==> config.mk <==
export PLATFORM = sky130hd
export DESIGN_NAME = cp0_intr_unit_flat
export DESIGN_NICKNAME = d
export VERILOG_FILES = /design/src/rtl/cp0_intr_unit_if.sv /design/src/rtl/cp0_intr_unit.sv /design/src/flat_wrapper.sv
export SDC_FILE = /design/constraint.sdc
export NUM_CORES = 1
export LEC_CHECK = 0
export CAP_MARGIN = 20
export CORE_MARGIN = 5
export CORE_UTILIZATION = 40
export DETAILED_ROUTE_END_ITERATION = 10
export PLACE_DENSITY = 0.73
export SYNTH_ARGS = -nofsm -noshare
export SYNTH_HDL_FRONTEND = slang
export SYNTH_SLANG_ARGS = --single-unit
export TNS_END_PERCENT = 50
==> constraint.sdc <==
create_clock -name clk -period 3.4 [get_ports clk]
set_clock_uncertainty 0.05 [all_clocks]
set_input_delay 0.51 -clock clk [delete_from_list [all_inputs] [get_ports clk]]
set_output_delay 0.51 -clock clk [all_outputs]
set_load 0.005 [all_outputs]
==> src/rtl/cp0_intr_unit_if.sv <==
// Bus between the pipeline controller and the CP0 interrupt unit.
// The master side is the controller and the slave side is cp0_intr_unit.
interface cp0_intr_unit_if;
  logic [1:0]  cp_oper;
  logic        cp_valid;
  logic [4:0]  addr_w;
  logic [31:0] data_w;
  logic [4:0]  addr_r;
  logic [31:0] data_r;
  logic [31:0] pc_cur;
  logic        pc_valid;
  logic        jump_en;
  logic [31:0] jump_addr;
  logic        in_handler;

  modport master (
    output cp_oper, cp_valid, addr_w, data_w, addr_r, pc_cur, pc_valid,
    input  data_r, jump_en, jump_addr, in_handler
  );

  modport slave (
    input  cp_oper, cp_valid, addr_w, data_w, addr_r, pc_cur, pc_valid,
    output data_r, jump_en, jump_addr, in_handler
  );
endinterface

==> src/rtl/cp0_intr_unit.sv <==
// Coprocessor-0 interrupt responder: holds Status, Cause, EPC and EHB, latches the
// synchronised interrupt line and issues one-cycle PC redirects for interrupts and ERET.
module cp0_intr_unit #(
  parameter logic [31:0] EHB_RESET      = 32'h0000_0180,
  parameter int unsigned IR_SYNC_STAGES = 2
) (
  input  logic           clk,
  input  logic           rst,
  input  logic           ir_in,
  cp0_intr_unit_if.slave cp
);

  typedef enum logic {IDLE = 1'b0, HANDLER = 1'b1} state_e;

  localparam logic [4:0] REG_STATUS = 5'd12;
  localparam logic [4:0] REG_CAUSE  = 5'd13;
  localparam logic [4:0] REG_EPC    = 5'd14;
  localparam logic [4:0] REG_EHB    = 5'd20;

  logic [IR_SYNC_STAGES-1:0] sync_q, sync_d;
  logic                      edge_q, edge_d;
  logic                      ie_q, ie_d;
  logic                      ip_q, ip_d;
  logic [31:0]               epc_q, epc_d;
  logic [31:0]               ehb_q, ehb_d;
  logic                      jump_en_q, jump_en_d;
  logic [31:0]               jump_addr_q, jump_addr_d;
  state_e                    state_q, state_d;
  logic                      rise, eret, mtc0, take;

  // Hardware updates (take, ERET, new edge) are applied after the MTC0 write so they win.
  always_comb begin
    sync_d = {sync_q[IR_SYNC_STAGES-2:0], ir_in};
    edge_d = sync_q[IR_SYNC_STAGES-1];
    rise   = sync_q[IR_SYNC_STAGES-1] & ~edge_q;
    eret   = cp.cp_valid & (cp.cp_oper == 2'b10);
    mtc0   = cp.cp_valid & (cp.cp_oper == 2'b01);
    take   = (state_q == IDLE) & ip_q & ie_q & cp.pc_valid & ~eret & ~jump_en_q;

    ie_d        = ie_q;
    ip_d        = ip_q;
    epc_d       = epc_q;
    ehb_d       = ehb_q;
    state_d     = state_q;
    jump_en_d   = 1'b0;
    jump_addr_d = jump_addr_q;

    if (mtc0) begin
      case (cp.addr_w)
        REG_STATUS: ie_d  = cp.data_w[0];
        REG_CAUSE:  ip_d  = cp.data_w[8];
        REG_EPC:    epc_d = cp.data_w;
        REG_EHB:    ehb_d = {cp.data_w[31:2], 2'b00};
        default:    ;
      endcase
    end

    if (take) begin
      epc_d       = cp.pc_cur;
      ie_d        = 1'b0;
      ip_d        = 1'b0;
      state_d     = HANDLER;
      jump_en_d   = 1'b1;
      jump_addr_d = ehb_q;
    end else if (eret) begin
      ie_d        = 1'b1;
      state_d     = IDLE;
      jump_en_d   = 1'b1;
      jump_addr_d = epc_q;
    end

    if (rise) begin
      ip_d = 1'b1;
    end
  end

  always_ff @(posedge clk) begin
    if (rst) begin
      sync_q      <= '0;
      edge_q      <= 1'b0;
      ie_q        <= 1'b0;
      ip_q        <= 1'b0;
      epc_q       <= '0;
      ehb_q       <= EHB_RESET;
      state_q     <= IDLE;
      jump_en_q   <= 1'b0;
      jump_addr_q <= '0;
    end else begin
      sync_q      <= sync_d;
      edge_q      <= edge_d;
      ie_q        <= ie_d;
      ip_q        <= ip_d;
      epc_q       <= epc_d;
      ehb_q       <= ehb_d;
      state_q     <= state_d;
      jump_en_q   <= jump_en_d;
      jump_addr_q <= jump_addr_d;
    end
  end

  always_comb begin
    cp.data_r = '0;
    case (cp.addr_r)
      REG_STATUS: cp.data_r = {31'b0, ie_q};
      REG_CAUSE:  cp.data_r = {23'b0, ip_q, 8'b0};
      REG_EPC:    cp.data_r = epc_q;
      REG_EHB:    cp.data_r = ehb_q;
      default:    cp.data_r = '0;
    endcase
  end

  assign cp.jump_en    = jump_en_q;
  assign cp.jump_addr  = jump_addr_q;
  assign cp.in_handler = (state_q == HANDLER);

endmodule

==> src/flat_wrapper.sv <==
// flat-port wrapper written by rule: the top's interface ports become plain ports
module cp0_intr_unit_flat 
#(
  parameter logic [31:0] EHB_RESET      = 32'h0000_0180,
  parameter int unsigned IR_SYNC_STAGES = 2
)
  (clk, rst, ir_in, cp_cp_oper, cp_cp_valid, cp_addr_w, cp_data_w, cp_addr_r, cp_pc_cur, cp_pc_valid, cp_data_r, cp_jump_en, cp_jump_addr, cp_in_handler);
  cp0_intr_unit_if cp_i ();
  input  logic clk;
  input  logic rst;
  input  logic ir_in;
  input wire logic [$bits(cp_i.cp_oper)-1:0] cp_cp_oper;
  input wire logic [$bits(cp_i.cp_valid)-1:0] cp_cp_valid;
  input wire logic [$bits(cp_i.addr_w)-1:0] cp_addr_w;
  input wire logic [$bits(cp_i.data_w)-1:0] cp_data_w;
  input wire logic [$bits(cp_i.addr_r)-1:0] cp_addr_r;
  input wire logic [$bits(cp_i.pc_cur)-1:0] cp_pc_cur;
  input wire logic [$bits(cp_i.pc_valid)-1:0] cp_pc_valid;
  output wire logic [$bits(cp_i.data_r)-1:0] cp_data_r;
  output wire logic [$bits(cp_i.jump_en)-1:0] cp_jump_en;
  output wire logic [$bits(cp_i.jump_addr)-1:0] cp_jump_addr;
  output wire logic [$bits(cp_i.in_handler)-1:0] cp_in_handler;
  assign cp_i.cp_oper = cp_cp_oper;
  assign cp_i.cp_valid = cp_cp_valid;
  assign cp_i.addr_w = cp_addr_w;
  assign cp_i.data_w = cp_data_w;
  assign cp_i.addr_r = cp_addr_r;
  assign cp_i.pc_cur = cp_pc_cur;
  assign cp_i.pc_valid = cp_pc_valid;
  assign cp_data_r = cp_i.data_r;
  assign cp_jump_en = cp_i.jump_en;
  assign cp_jump_addr = cp_i.jump_addr;
  assign cp_in_handler = cp_i.in_handler;
  cp0_intr_unit #(.EHB_RESET(EHB_RESET), .IR_SYNC_STAGES(IR_SYNC_STAGES)) u_core (.clk(clk), .rst(rst), .ir_in(ir_in), .cp(cp_i));
endmodule
==> impl_metrics.prom <==
# TYPE chip_impl_metric gauge
chip_impl_metric{name="synth.ff_latch_count",unit=""} 101
chip_impl_metric{name="seq_area_frac_synth",unit="%"} 44.95
chip_impl_metric{name="final.period_utilization",unit="%"} 86.57
chip_impl_metric{name="finalSetupViolCount",unit=""} 0
chip_impl_metric{name="tightestPinTransition",unit="ps"} 773.6
chip_impl_metric{name="number_of_search_and_repair_iterations_in_the_first_detailed_routing_pass",unit=""} 4
chip_impl_info{name="cts_tree",value="done"} 1
chip_impl_metric{name="timing.critical_path.slowest_cell_delay",unit="ps"} 550
chip_impl_metric{name="synth-async-reset-ratio",unit="%"} 0
chip_impl_info{name="cts_root_buffer",value="sky130_fd_sc_hd__clkbuf_16"} 1
chip_impl_metric{name="fin_nets",unit=""} 742
chip_impl_metric{name="fillers",unit=""} 1008
chip_impl_metric{name="gp_routability_congestion",unit=""} 0.7756
chip_impl_metric{name="grt_start_max_net_pins",unit=""} 70
chip_impl_info{name="timing.hold.worst.class",value="register to register"} 1
chip_impl_metric{name="post-cts-setup-buffer-count",unit=""} 0
chip_impl_metric{name="timing.max_cap.violations",unit=""} 0
chip_impl_info{name="path_cells",value="clkdlybuf4s50_1 -> nor2_1 -> and4b_1 -> buf_4 -> nand2_1 -> o21ai_0 -> clkdlybuf4s50_1"} 1
chip_impl_metric{name="route.detailed.wl_per_inst",unit="µm"} 17.13
chip_impl_metric{name="finalHoldViolCount",unit=""} 0
chip_impl_info{name="route.top_layer_used",value="met4"} 1
chip_impl_metric{name="m1_wl",unit="µm"} 6016
chip_impl_metric{name="critical_path.max_fanout",unit=""} 16
chip_impl_metric{name="drt_wl_total",unit="µm"} 13790
chip_impl_metric{name="die_height",unit="µm"} 116.0
chip_impl_metric{name="cts-hold-fix-buffers",unit=""} 0
chip_impl_metric{name="drive_gt1_share",unit="%"} 6.316
chip_impl_metric{name="portBuffers",unit=""} 146
chip_impl_metric{name="cts_inserted_buffers",unit=""} 9
chip_impl_metric{name="fmax",unit="MHz"} 339.7
chip_impl_metric{name="vias_per_std_cell",unit=""} 5.388
chip_impl_metric{name="ctsResizeCount",unit=""} 0
chip_impl_metric{name="antenna_cells",unit=""} 0
chip_impl_metric{name="core",unit="µm²"} 10940
chip_impl_metric{name="synth_top_area_share",unit="%"} 44.95
chip_impl_metric{name="area.sequential",unit="µm²"} 2022
chip_impl_metric{name="grt_use_total",unit="%"} 20.70
chip_impl_metric{name="post_synth_inst_count",unit=""} 534
chip_impl_metric{name="gr-total-overflow",unit=""} 0
chip_impl_info{name="critPathCaptureType",value="primary output"} 1
chip_impl_metric{name="drt_first_iter_violations",unit=""} 346
chip_impl_info{name="synth_top_flop_cell",value="sky130_fd_sc_hd__dfxtp_1"} 1
chip_impl_info{name="cp-start-kind",value="primary input"} 1
chip_impl_metric{name="timing.final.max_slew_violations",unit=""} 0
chip_impl_info{name="synth_area_leaders",value="sky130_fd_sc_hd__dfxtp_1 45%, sky130_fd_sc_hd__nand2_1 11%, sky130_fd_sc_hd__mux2i_1 7.3%"} 1
chip_impl_metric{name="ys.warnings.count",unit=""} 0
chip_impl_metric{name="required",unit="ps"} 2840
chip_impl_metric{name="clkSinkCount",unit=""} 101
chip_impl_metric{name="number_of_global_route_vias_before_repair",unit=""} 4333
chip_impl_metric{name="worst_ir_drop_vdd",unit="V"} 0.0002770
chip_impl_metric{name="layout-area-overhead-vs-synth",unit="%"} 40.86
chip_impl_metric{name="wl_met2",unit="µm"} 6368
chip_impl_metric{name="mappedNetlistArea",unit="µm²"} 4498
chip_impl_metric{name="num_rows",unit=""} 38
chip_impl_info{name="synth_area_leader_cell",value="sky130_fd_sc_hd__dfxtp_1"} 1
chip_impl_metric{name="multi_input_area",unit="µm²"} 2235
chip_impl_metric{name="fp.dieArea",unit="µm²"} 13470
chip_impl_metric{name="leakagePower",unit="nW"} 2.358
chip_impl_info{name="crit_top_cell",value="sky130_fd_sc_hd__clkdlybuf4s50_1"} 1
chip_impl_metric{name="relSlewSlack",unit="%"} 48.43
chip_impl_metric{name="clkLatencyLatePin",unit="ps"} 330
chip_impl_info{name="crit_path_start",value="cp_addr_r[1]"} 1
chip_impl_info{name="run_status",value="finished clean"} 1
chip_impl_metric{name="via_count",unit=""} 4337
chip_impl_metric{name="final.setup.tns",unit="ps"} 0
chip_impl_info{name="critPathKind",value="primary input to primary output"} 1
chip_impl_metric{name="synth_cell_type_count",unit=""} 33
chip_impl_metric{name="totalPowerFinal",unit="mW"} 2.408
chip_impl_metric{name="io_pins",unit=""} 147
chip_impl_metric{name="drtAntennaViolNets",unit=""} 0
chip_impl_metric{name="power_per_cell_area",unit="nW/µm²"} 380.0
chip_impl_metric{name="met3_length",unit="µm"} 1251
chip_impl_info{name="unrepaired_setup_endpoints_after_global_routing",value="false"} 1
chip_impl_metric{name="detailedPlacementHpwl",unit="µm"} 9433
chip_impl_metric{name="die_w",unit="µm"} 116.0
chip_impl_info{name="timing.critical_path.max_delay_family",value="buffers and inverters"} 1
chip_impl_metric{name="antenna_violations_before_repair",unit=""} 0
chip_impl_metric{name="path_clk_slew",unit="ps"} 60
chip_impl_info{name="hold_path_startpoint",value="u_core.sync_q[0]$_SDFF_PP0_"} 1
chip_impl_metric{name="crit_arrival",unit="ps"} 2380
chip_impl_metric{name="drc",unit=""} 0
chip_impl_metric{name="mappedNetlistNets",unit=""} 615
chip_impl_metric{name="max-clock-path-buffers",unit=""} 2
chip_impl_metric{name="number_of_enable_type_register_cells_in_the_synthesized_netlist",unit=""} 0
chip_impl_info{name="critical_path.slowest_cell",value="sky130_fd_sc_hd__clkdlybuf4s50_1"} 1
chip_impl_metric{name="average_size_of_a_mapped_cell",unit="µm²"} 8.423
chip_impl_metric{name="floorplan.initialDensity",unit="%"} 41.13
chip_impl_metric{name="timing.final.crit_period",unit="ps"} 2943
chip_impl_metric{name="clock_tree.htree_level_count",unit=""} 3
chip_impl_info{name="worstReg2RegStart",value="u_core.cp.in_handler$_SDFFE_PP0P_"} 1
chip_impl_metric{name="crit_buf_inv",unit=""} 3
chip_impl_metric{name="wire_length_of_the_first_global_routing_pass",unit="µm"} 22220
==> final timing paths <==
kind / end / slack, ps / cells after the start
setup / recovery: cp_data_r[8] / 460 / 7
hold / removal: u_core.sync_q[1]$_SDFF_PP0_ / 400 / 1
setup reg to reg: u_core.cp.jump_addr[26]$_SDFFE_PP0P_ / 1530 / 5
hold reg to reg: u_core.sync_q[1]$_SDFF_PP0_ / 400 / 1
==> where the power goes <==
group	total (mW)	switching, mW	internal, mW
sequential	1.22	0.0147	1.21
clock	0.945	0.432	0.513
combinational	0.240	0.0962	0.144
total	2.41	0.543	1.86
==> per-stage QoR <==
| step | area (µm²) | worst slack [ps] | hold WS, ps | instances | util, % |
|---|---|---|---|---|---|
| 2_1_floorplan | 4498 | 1401 | 363.8 | 534 | - |
| 3_3_place_gp | 6032 | 526.7 | 376.0 | 789 | 55.16 |
| 3_5_place_dp | 6032 | 484.1 | 381.4 | 789 | 55.16 |
| 4_1_cts | 6309 | 476.0 | 396.2 | 804 | 57.69 |
| 5_1_grt | 6336 | 383.3 | 417.8 | 805 | 57.94 |
| 6_report | 6336 | 456.6 | 395.4 | 805 | 57.94 |
==> synth_stat cells, types with 2 or more instances <==
master / count
sky130_fd_sc_hd__inv_1: 5
sky130_fd_sc_hd__clkbuf_1: 35
sky130_fd_sc_hd__nor2b_1: 3
sky130_fd_sc_hd__dfxtp_1: 101
sky130_fd_sc_hd__a22o_1: 29
sky130_fd_sc_hd__a311oi_1: 29
sky130_fd_sc_hd__nand3_1: 3
sky130_fd_sc_hd__a311oi_2: 3
sky130_fd_sc_hd__nor4_1: 2
sky130_fd_sc_hd__buf_4: 2
sky130_fd_sc_hd__nor2_1: 40
sky130_fd_sc_hd__nand2_1: 128
sky130_fd_sc_hd__o21ai_0: 31
sky130_fd_sc_hd__a31oi_1: 2
sky130_fd_sc_hd__a211oi_1: 2
sky130_fd_sc_hd__and4b_1: 2
sky130_fd_sc_hd__buf_2: 2
sky130_fd_sc_hd__buf_6: 7
sky130_fd_sc_hd__nand3b_1: 4
sky130_fd_sc_hd__a21oi_1: 59
sky130_fd_sc_hd__mux2i_1: 33
==> metal layers <==
layer,global-route usage [%],vias to the layer above
met2,33.29,176
met4,4.950,0
li1,-,2143
met5,0,-
met1,27.55,2003
met3,6.005,15
==> cells in the final DEF (no fill, tap or decap), types with 4 or more instances in the layout <==
cell type	synthesis	routed
sky130_fd_sc_hd__dfxtp_1	101	101
sky130_fd_sc_hd__nand3b_1	4	4
sky130_fd_sc_hd__clkdlybuf4s50_1	0	145
sky130_fd_sc_hd__clkbuf_16	0	9
sky130_fd_sc_hd__buf_4	2	14
sky130_fd_sc_hd__inv_1	5	5
sky130_fd_sc_hd__a22o_1	29	29
sky130_fd_sc_hd__o21ai_0	31	31
sky130_fd_sc_hd__nor2_1	40	40
sky130_fd_sc_hd__nand2_1	128	127
sky130_fd_sc_hd__a311oi_1	29	29
sky130_fd_sc_hd__a21oi_1	59	59
sky130_fd_sc_hd__mux2i_1	33	33
==> final cells by class <==
class	instances	share of cell area, %
tap	140	2.765
clock inverter	5	0.5924
multi-input combinational	382	35.27
inverter	5	0.2962
timing repair buffer	162	25.39
sequential	101	31.91
clock buffer	10	3.772
==> logic make-up after synthesis <==
kind of cell           synth area share (%)
AOI/OAI and AO/OA                     23.25
muxes                                 7.344
and+or+nand+nor                       18.80
DFF                                   44.95
buffers and inverters                 5.647
==> worst register-to-register path: stages (launching register included) <==
cell                       delay [ps]
sky130_fd_sc_hd__dfxtp_1          390
sky130_fd_sc_hd__and4bb_1         240
sky130_fd_sc_hd__nand2_2          490
sky130_fd_sc_hd__buf_12           270
sky130_fd_sc_hd__mux2i_1          220
sky130_fd_sc_hd__a21oi_1           90
==> state kept, by name (all words and copies together), names as in the netlist <==
name,cells
u_core.cp.jump_addr,32
u_core.epc_q,32
u_core.ehb_q,30
u_core.sync_q,2
u_core.cp.in_handler,1
u_core.cp.jump_en,1
u_core.edge_q,1
u_core.ie_q,1
u_core.ip_q,1
Power figures use the tool's default switching activity.
